===== config.mk =====
export PLATFORM = sky130hd
export DESIGN_NAME = canny_stage_sequencer
export DESIGN_NICKNAME = d
export VERILOG_FILES = /design/src/rtl/canny_pkg.sv /design/src/rtl/canny_raster_addr_gen.sv /design/src/rtl/canny_stage_sequencer.sv
export SDC_FILE = /design/constraint.sdc
export NUM_CORES = 1
export LEC_CHECK = 0
export ABC_AREA = 1
export CAP_MARGIN = 20
export CORE_MARGIN = 2
export CORE_UTILIZATION = 45
export DETAILED_ROUTE_END_ITERATION = 6
export HOLD_SLACK_MARGIN = 0.12
export PLACE_DENSITY = 0.67
export SYNTH_ARGS = -nofsm -noshare
export SYNTH_HDL_FRONTEND = slang
export SYNTH_SLANG_ARGS = --single-unit
export TNS_END_PERCENT = 100

===== constraint.sdc =====
create_clock -name clk -period 15.4 [get_ports clk]
set_input_delay 3.08 -clock clk [delete_from_list [all_inputs] [get_ports clk]]
set_output_delay 3.08 -clock clk [all_outputs]
set_load 0.02 [all_outputs]

===== src/rtl/canny_pkg.sv =====
// Shared encodings and geometry for the Canny stage sequencer and its address generator.
package canny_pkg;

  localparam int CANNY_IMG_DIM = 20;
  localparam int CANNY_ADDR_W  = 9;

  typedef enum logic [2:0] {
    OP_IDLE = 3'd0,
    OP_MED  = 3'd1,
    OP_GAU  = 3'd2,
    OP_SOB  = 3'd3,
    OP_NMX  = 3'd4,
    OP_HYS  = 3'd5
  } op_e;

  localparam logic [2:0] ST_IDLE  = 3'd0;
  localparam logic [2:0] ST_SETOP = 3'd1;
  localparam logic [2:0] ST_SCAN  = 3'd2;
  localparam logic [2:0] ST_DRAIN = 3'd3;
  localparam logic [2:0] ST_WB    = 3'd4;
  localparam logic [2:0] ST_DONE  = 3'd5;

  // Gaussian is the only 5x5 kernel; everything else is 3x3.
  function automatic logic [2:0] k_of(input logic [2:0] op);
    return (op == OP_GAU) ? 3'd5 : 3'd3;
  endfunction

  function automatic logic [2:0] h_of(input logic [2:0] op);
    return (k_of(op) - 3'd1) >> 1;
  endfunction

endpackage


===== src/rtl/canny_raster_addr_gen.sv =====
// Combinational raster addressing: column taps for rows r..r+K-1 and the NON_MAX angle index.
module canny_raster_addr_gen #(
  parameter int IMG_DIM = 20,
  parameter int ADDR_W  = 9,
  parameter int CW      = $clog2(IMG_DIM)
) (
  input  logic [CW-1:0]     r_i,
  input  logic [CW-1:0]     c_i,
  input  logic [2:0]        k_i,
  output logic [ADDR_W-1:0] rd_addr0_o,
  output logic [ADDR_W-1:0] rd_addr1_o,
  output logic [ADDR_W-1:0] rd_addr2_o,
  output logic [ADDR_W-1:0] rd_addr3_o,
  output logic [ADDR_W-1:0] rd_addr4_o,
  output logic [ADDR_W-1:0] ang_addr_o
);

  logic [ADDR_W-1:0] tap [5];

  // Taps beyond the kernel height are parked at 0.
  always_comb begin
    for (int k = 0; k < 5; k++) begin
      tap[k] = (k < int'(k_i)) ? ADDR_W'((int'(r_i) + k) * IMG_DIM + int'(c_i)) : '0;
    end
    ang_addr_o = (c_i != '0) ? ADDR_W'((int'(r_i) + 1) * IMG_DIM + int'(c_i) - 1) : '0;
  end

  assign rd_addr0_o = tap[0];
  assign rd_addr1_o = tap[1];
  assign rd_addr2_o = tap[2];
  assign rd_addr3_o = tap[3];
  assign rd_addr4_o = tap[4];

endmodule


===== src/rtl/canny_stage_sequencer.sv =====
// Sequences MED, GAU, SOBEL, NON_MAX and HYSTER over the image file: window scan,
// in-flight tracking, tmp write pointer and border write-back handshake.
module canny_stage_sequencer
  import canny_pkg::*;
#(
  parameter int IMG_DIM = CANNY_IMG_DIM,
  parameter int ADDR_W  = CANNY_ADDR_W
) (
  input  logic              clk,
  input  logic              reset,
  input  logic              load_end,
  output logic [2:0]        op,
  output logic [ADDR_W-1:0] rd_addr0,
  output logic [ADDR_W-1:0] rd_addr1,
  output logic [ADDR_W-1:0] rd_addr2,
  output logic [ADDR_W-1:0] rd_addr3,
  output logic [ADDR_W-1:0] rd_addr4,
  output logic [ADDR_W-1:0] ang_addr,
  output logic              win_en,
  input  logic              out_valid,
  output logic              wr_en,
  output logic [ADDR_W-1:0] wr_addr,
  output logic              wb_req,
  input  logic              wb_done,
  output logic              busy,
  output logic              done,
  output logic              err
);

  localparam int CW = $clog2(IMG_DIM);

  logic [2:0]        state_q, state_d, op_q, op_d, pend_q, pend_d;
  logic [CW-1:0]     r_q, r_d, c_q, c_d, wcnt_q, wcnt_d;
  logic [ADDR_W-1:0] ptr_q, ptr_d;
  logic              err_q, err_d, win_q, accept;
  logic [2:0]        k, h;
  logic [ADDR_W-1:0] rd0_q, rd1_q, rd2_q, rd3_q, rd4_q, ang_q;
  logic [ADDR_W-1:0] rd0_n, rd1_n, rd2_n, rd3_n, rd4_n, ang_n;

  assign k      = k_of(op_q);
  assign h      = h_of(op_q);
  assign accept = out_valid && (pend_q != 3'd0);

  // Addresses are computed for the coming scan column so they register alongside it.
  canny_raster_addr_gen #(.IMG_DIM(IMG_DIM), .ADDR_W(ADDR_W), .CW(CW)) u_addr (
    .r_i(r_d), .c_i(c_d), .k_i(k),
    .rd_addr0_o(rd0_n), .rd_addr1_o(rd1_n), .rd_addr2_o(rd2_n),
    .rd_addr3_o(rd3_n), .rd_addr4_o(rd4_n), .ang_addr_o(ang_n)
  );

  always_comb begin
    pend_d = pend_q;
    if (win_q && !accept && pend_q != 3'd7) pend_d = pend_q + 3'd1;
    else if (!win_q && accept)               pend_d = pend_q - 3'd1;
  end

  always_comb begin
    state_d = state_q;
    op_d    = op_q;
    r_d     = r_q;
    c_d     = c_q;
    case (state_q)
      ST_IDLE:  if (load_end) begin state_d = ST_SETOP; op_d = OP_MED; end
      ST_SETOP: begin state_d = ST_SCAN; r_d = '0; c_d = '0; end
      ST_SCAN: begin
        if (int'(c_q) == IMG_DIM - 1) state_d = ST_DRAIN;
        else                          c_d = c_q + CW'(1);
      end
      ST_DRAIN: begin
        if (pend_d == 3'd0) begin
          if (int'(r_q) < IMG_DIM - int'(k)) begin
            state_d = ST_SCAN; r_d = r_q + CW'(1); c_d = '0;
          end else begin
            state_d = (op_q == OP_HYS) ? ST_DONE : ST_WB;
          end
        end
      end
      ST_WB:   if (wb_done) begin state_d = ST_SETOP; op_d = op_q + 3'd1; end
      ST_DONE: begin state_d = ST_IDLE; op_d = OP_IDLE; end
      default: state_d = ST_IDLE;
    endcase
  end

  // The pointer skips 2h border pixels after every full row of results.
  always_comb begin
    ptr_d  = ptr_q;
    wcnt_d = wcnt_q;
    if (state_q == ST_SETOP) begin
      ptr_d  = ADDR_W'(int'(h) * IMG_DIM + int'(h));
      wcnt_d = '0;
    end else if (accept) begin
      if (int'(wcnt_q) == IMG_DIM - int'(k)) begin
        ptr_d  = ptr_q + ADDR_W'(2 * int'(h) + 1);
        wcnt_d = '0;
      end else begin
        ptr_d  = ptr_q + ADDR_W'(1);
        wcnt_d = wcnt_q + CW'(1);
      end
    end
    err_d = err_q | (out_valid && pend_q == 3'd0);
  end

  always_ff @(posedge clk or negedge reset) begin
    if (!reset) begin
      state_q <= ST_IDLE;
      op_q    <= OP_IDLE;
      r_q     <= '0;
      c_q     <= '0;
      pend_q  <= '0;
      ptr_q   <= '0;
      wcnt_q  <= '0;
      err_q   <= 1'b0;
      win_q   <= 1'b0;
      rd0_q   <= '0;
      rd1_q   <= '0;
      rd2_q   <= '0;
      rd3_q   <= '0;
      rd4_q   <= '0;
      ang_q   <= '0;
    end else begin
      state_q <= state_d;
      op_q    <= op_d;
      r_q     <= r_d;
      c_q     <= c_d;
      pend_q  <= pend_d;
      ptr_q   <= ptr_d;
      wcnt_q  <= wcnt_d;
      err_q   <= err_d;
      win_q   <= (state_d == ST_SCAN) && (int'(c_d) >= int'(k) - 1);
      if (state_d == ST_SCAN) begin
        rd0_q <= rd0_n;
        rd1_q <= rd1_n;
        rd2_q <= rd2_n;
        rd3_q <= rd3_n;
        rd4_q <= rd4_n;
        ang_q <= ang_n;
      end
    end
  end

  assign op       = op_q;
  assign rd_addr0 = rd0_q;
  assign rd_addr1 = rd1_q;
  assign rd_addr2 = rd2_q;
  assign rd_addr3 = rd3_q;
  assign rd_addr4 = rd4_q;
  assign ang_addr = ang_q;
  assign win_en   = win_q;
  assign wr_en    = accept;
  assign wr_addr  = ptr_q;
  assign wb_req   = (state_q == ST_WB);
  assign busy     = (state_q != ST_IDLE);
  assign done     = (state_q == ST_DONE);
  assign err      = err_q;

endmodule


==> run metrics <==
routed wire length=14600 µm; outcome=finished, final reports clean; core area=between 10000 and 15000 µm²; RSZ-0062 raised after global routing=false; layout cells sized above 1=about 7.6%; asr flop ratio synth=100%; number of routed nets with antenna violations=0; min-delay src=rd_addr3[8]$_DFFE_PN0P_; total gr overflow=0; Post-CTS Repair Setup Buffers=0; setup slack, reg-to-reg=about 9700 ps; chip width=between 100 and 150 µm; WL/cell=between 10 and 15 µm; reg2reg start=op[0]$_DFFE_PN0P_; Total GRT Usage=between 20% and 30%; via count=5152; setup_tns=0 ps; Starting Density=a little under half; worst min path class=register to register; Mean Syn Cell Area=8.18 µm²; full die area=~15000 µm²; vias in the first global route=about 5300; Hold Crit Endpoint=rd_addr3[8]$_DFFE_PN0P_; Worst-path clk slew=~60 ps; Final period util=about 50%; min cycle time layout=7670 ps; Clock Latency Late Sink=between 300 and 400 ps; Power Dens Cells=roughly 260 nW/µm²; htree depth=3; measured slew at the worst slew-check pin=slightly below 800 ps; final instance area=between 7000 and 8000 µm²; final setup vio count=0; Sink Count=a little over 80; relative slew slack=48.2%; Detailed Routing Iterations Pass 1=6; f_max=between 100 and 150 MHz; setup ws final=just under 8000 ps; Layout Skew=7.84 ps; crit-path max FO=4; fin. max-slew vios=0; CP endpoint kind=output pin; Yosys reg bits=82; largest net degree at the start of global routing=between 60 and 70; initial antenna violation count=0; yosys warns=0; R2R Path End=ang_addr[8]$_DFFE_PN0P_; Vias/cell=about 5; Synth Cell Area=~6200 µm²; Cell Area, Placed=around 7100 µm²; Synth-to-Final Area Change=20.4%; NumNets Final=a little over 900; I/O Buffers=between 70 and 80; Residual DRC=0; post_cts resized=0; Place WS=between 7000 and 8000 ps; clock buffer depth=2; Synth Instances=roughly 760; Unique masters post-synth=50; first-pass GRT wire length=25200 µm; Ports=a little under 80; peak supply drop=approximately 0.18 mV; Post-synth top flop=dfrtp_1; root buffer cell=clkbuf_16; TritonCTS clock tree=built; sequential cell area fraction in the yosys report=approximately 33%; leakage power=~0.0037 µW; Antenna Cells=0; Hold Fails Final Rpt=0; startpoint types=input port; DR iter-0 viols=between 200 and 300; Max-cap violations=0; Min-Delay Path Depth=2; WS Path Type=input port to output pin; post-DP HPWL=about 11000 µm; Synth Net Count=~850; die height=around 120 µm; worst-case reg-to-reg path depth=26; # hold bufs at CTS=0; RePlAce Congestion=roughly 0.9; cts bufs inserted=9; WP data required=around 12000 ps; WP data arrival=~4600 ps; Rows=between 40 and 50; Post-synth EDFFs=0
-- cell families (layout without fill, tap and decap cells) --
kind of cell | Yosys count | in the layout | share of synthesized area, %
fa+ha+maj | 81 | 81 | 17.5
simple gates | 325 | 325 | 25.0
compound gates | 94 | 94 | 8.95
xor+xnor | 46 | 46 | 7.06
buf+inv | 133 | 212 | 8.56
flops | 82 | 82 | 33.0
-- metal layers --
layer  wire length (µm)  up-vias  global-route usage, %  part of all wire [%]
met5                  0        -                      0                     0
met3                474       21                   3.51                   3.2
li1                   -     2616                      -                     -
met4                328        0                   9.63                   2.2
met2               7190       96                   36.8                    49
met1               6640     2419                   26.8                    45
-- cells in the final DEF (no fill, tap or decap), types with 7 or more instances in the layout --
| cell type | count |
|---|---|
| a21oi_1 | 22 |
| nand4_1 | 13 |
| o21ai_1 | 15 |
| nand3_1 | 51 |
| inv_2 | 8 |
| clkbuf_16 | 9 |
| inv_1 | 109 |
| fa_1 | 10 |
| clkdlybuf4s50_1 | 75 |
| ha_1 | 71 |
| nor2_1 | 50 |
| nand2_1 | 167 |
| o21ai_0 | 31 |
| nand2_2 | 7 |
| xnor2_1 | 7 |
| xor2_1 | 35 |
| dfrtp_1 | 82 |
-- cell usage after synthesis, types with 2 or more instances --
cell type / count / area, µm²
a21oi_1: 22 / 110
inv_2: 8 / 30.0
or2_2: 2 / 12.5
o21ai_0: 31 / 155
nand2_4: 5 / 56.3
o211ai_1: 3 / 22.5
a32o_1: 4 / 40.0
xnor2_1: 7 / 61.3
ha_1: 71 / 888
buf_4: 7 / 52.6
o21ai_1: 15 / 75.1
o21bai_1: 3 / 22.5
nand3b_1: 4 / 30.0
o221ai_1: 2 / 17.5
nand2_1: 167 / 627
nand2_2: 7 / 43.8
nand3_4: 4 / 70.1
dfrtp_1: 82 / 2050
xor2_2: 2 / 32.5
o22ai_1: 4 / 25.0
nand3_1: 51 / 255
clkbuf_1: 2 / 7.51
fa_1: 10 / 200
nand3_2: 4 / 40.0
nor3_1: 3 / 15.0
nor2_4: 5 / 56.3
buf_2: 6 / 30.0
nor2_1: 50 / 188
inv_1: 109 / 409
and3_1: 2 / 12.5
xor2_1: 35 / 307
nand4_1: 13 / 81.3
a21o_1: 2 / 15.0
nor2_2: 3 / 18.8
-- registers in the layout (all words and copies together), names as in the netlist --
signal    flops
ang_addr      9
rd_addr0      9
rd_addr3      9
wr_addr       9
rd_addr1      7
rd_addr4      7
rd_addr2      6
c_q           5
r_q           5
wcnt_q        5
op            3
pend_q        3
state_q       3
err           1
win_en        1
-- area by class of cell --
class / instances / area, µm²
Sequential cell: 82 / 2050
Multi-Input combinational cell: 546 / 3640
Clock buffer: 9 / 225
Tap cell: 176 / 220
Timing Repair Buffer: 78 / 773
Fill cell: 1193 / 5910
Inverter: 118 / 443
Clock inverter: 7 / 141
-- stage by stage --
stage / hold slack [ps] / std cells / total power (µW) / util (%)
floorplan: 533 / 761 / 1280 / -
CTS: 491 / 1016 / 1930 / 55.9
detailed placement: 465 / 1000 / 1640 / 53.2
global route: 505 / 1016 / 2110 / 55.9
global placement: 466 / 1000 / 1610 / 53.2
finish: 482 / 1016 / 1920 / 55.9
-- report_power, final --
part / internal (µW) / total, µW / leakage (µW) / switching [µW]
Sequential: 306 / 367 / 0.00104 / 60.3
Clock: 175 / 269 / 0.000176 / 94.1
Combinational: 493 / 1280 / 0.00253 / 786
Total: 974 / 1920 / 0.00375 / 941
-- critical path: stages --
cell,delay [ps]
clkdlybuf4s50_1,600
inv_1,90
a21oi_1,180
clkdlybuf4s50_1,640
-- worst max-delay path by stage --
stage          depth (start not counted)                      end  startpoint  slack (ps)
2_1_floorplan                         23  ang_addr[8]$_DFFE_PN0P_   out_valid        8430
3_3_place_gp                          24  ang_addr[8]$_DFFE_PN0P_   out_valid        7690
3_5_place_dp                          24  ang_addr[8]$_DFFE_PN0P_   out_valid        7590
4_1_cts                                4                    wr_en   out_valid        7730
5_1_grt                               24  ang_addr[8]$_DFFE_PN0P_   out_valid        7410
6_report                               4                    wr_en   out_valid        7730
(Power assumes the default switching activity.)
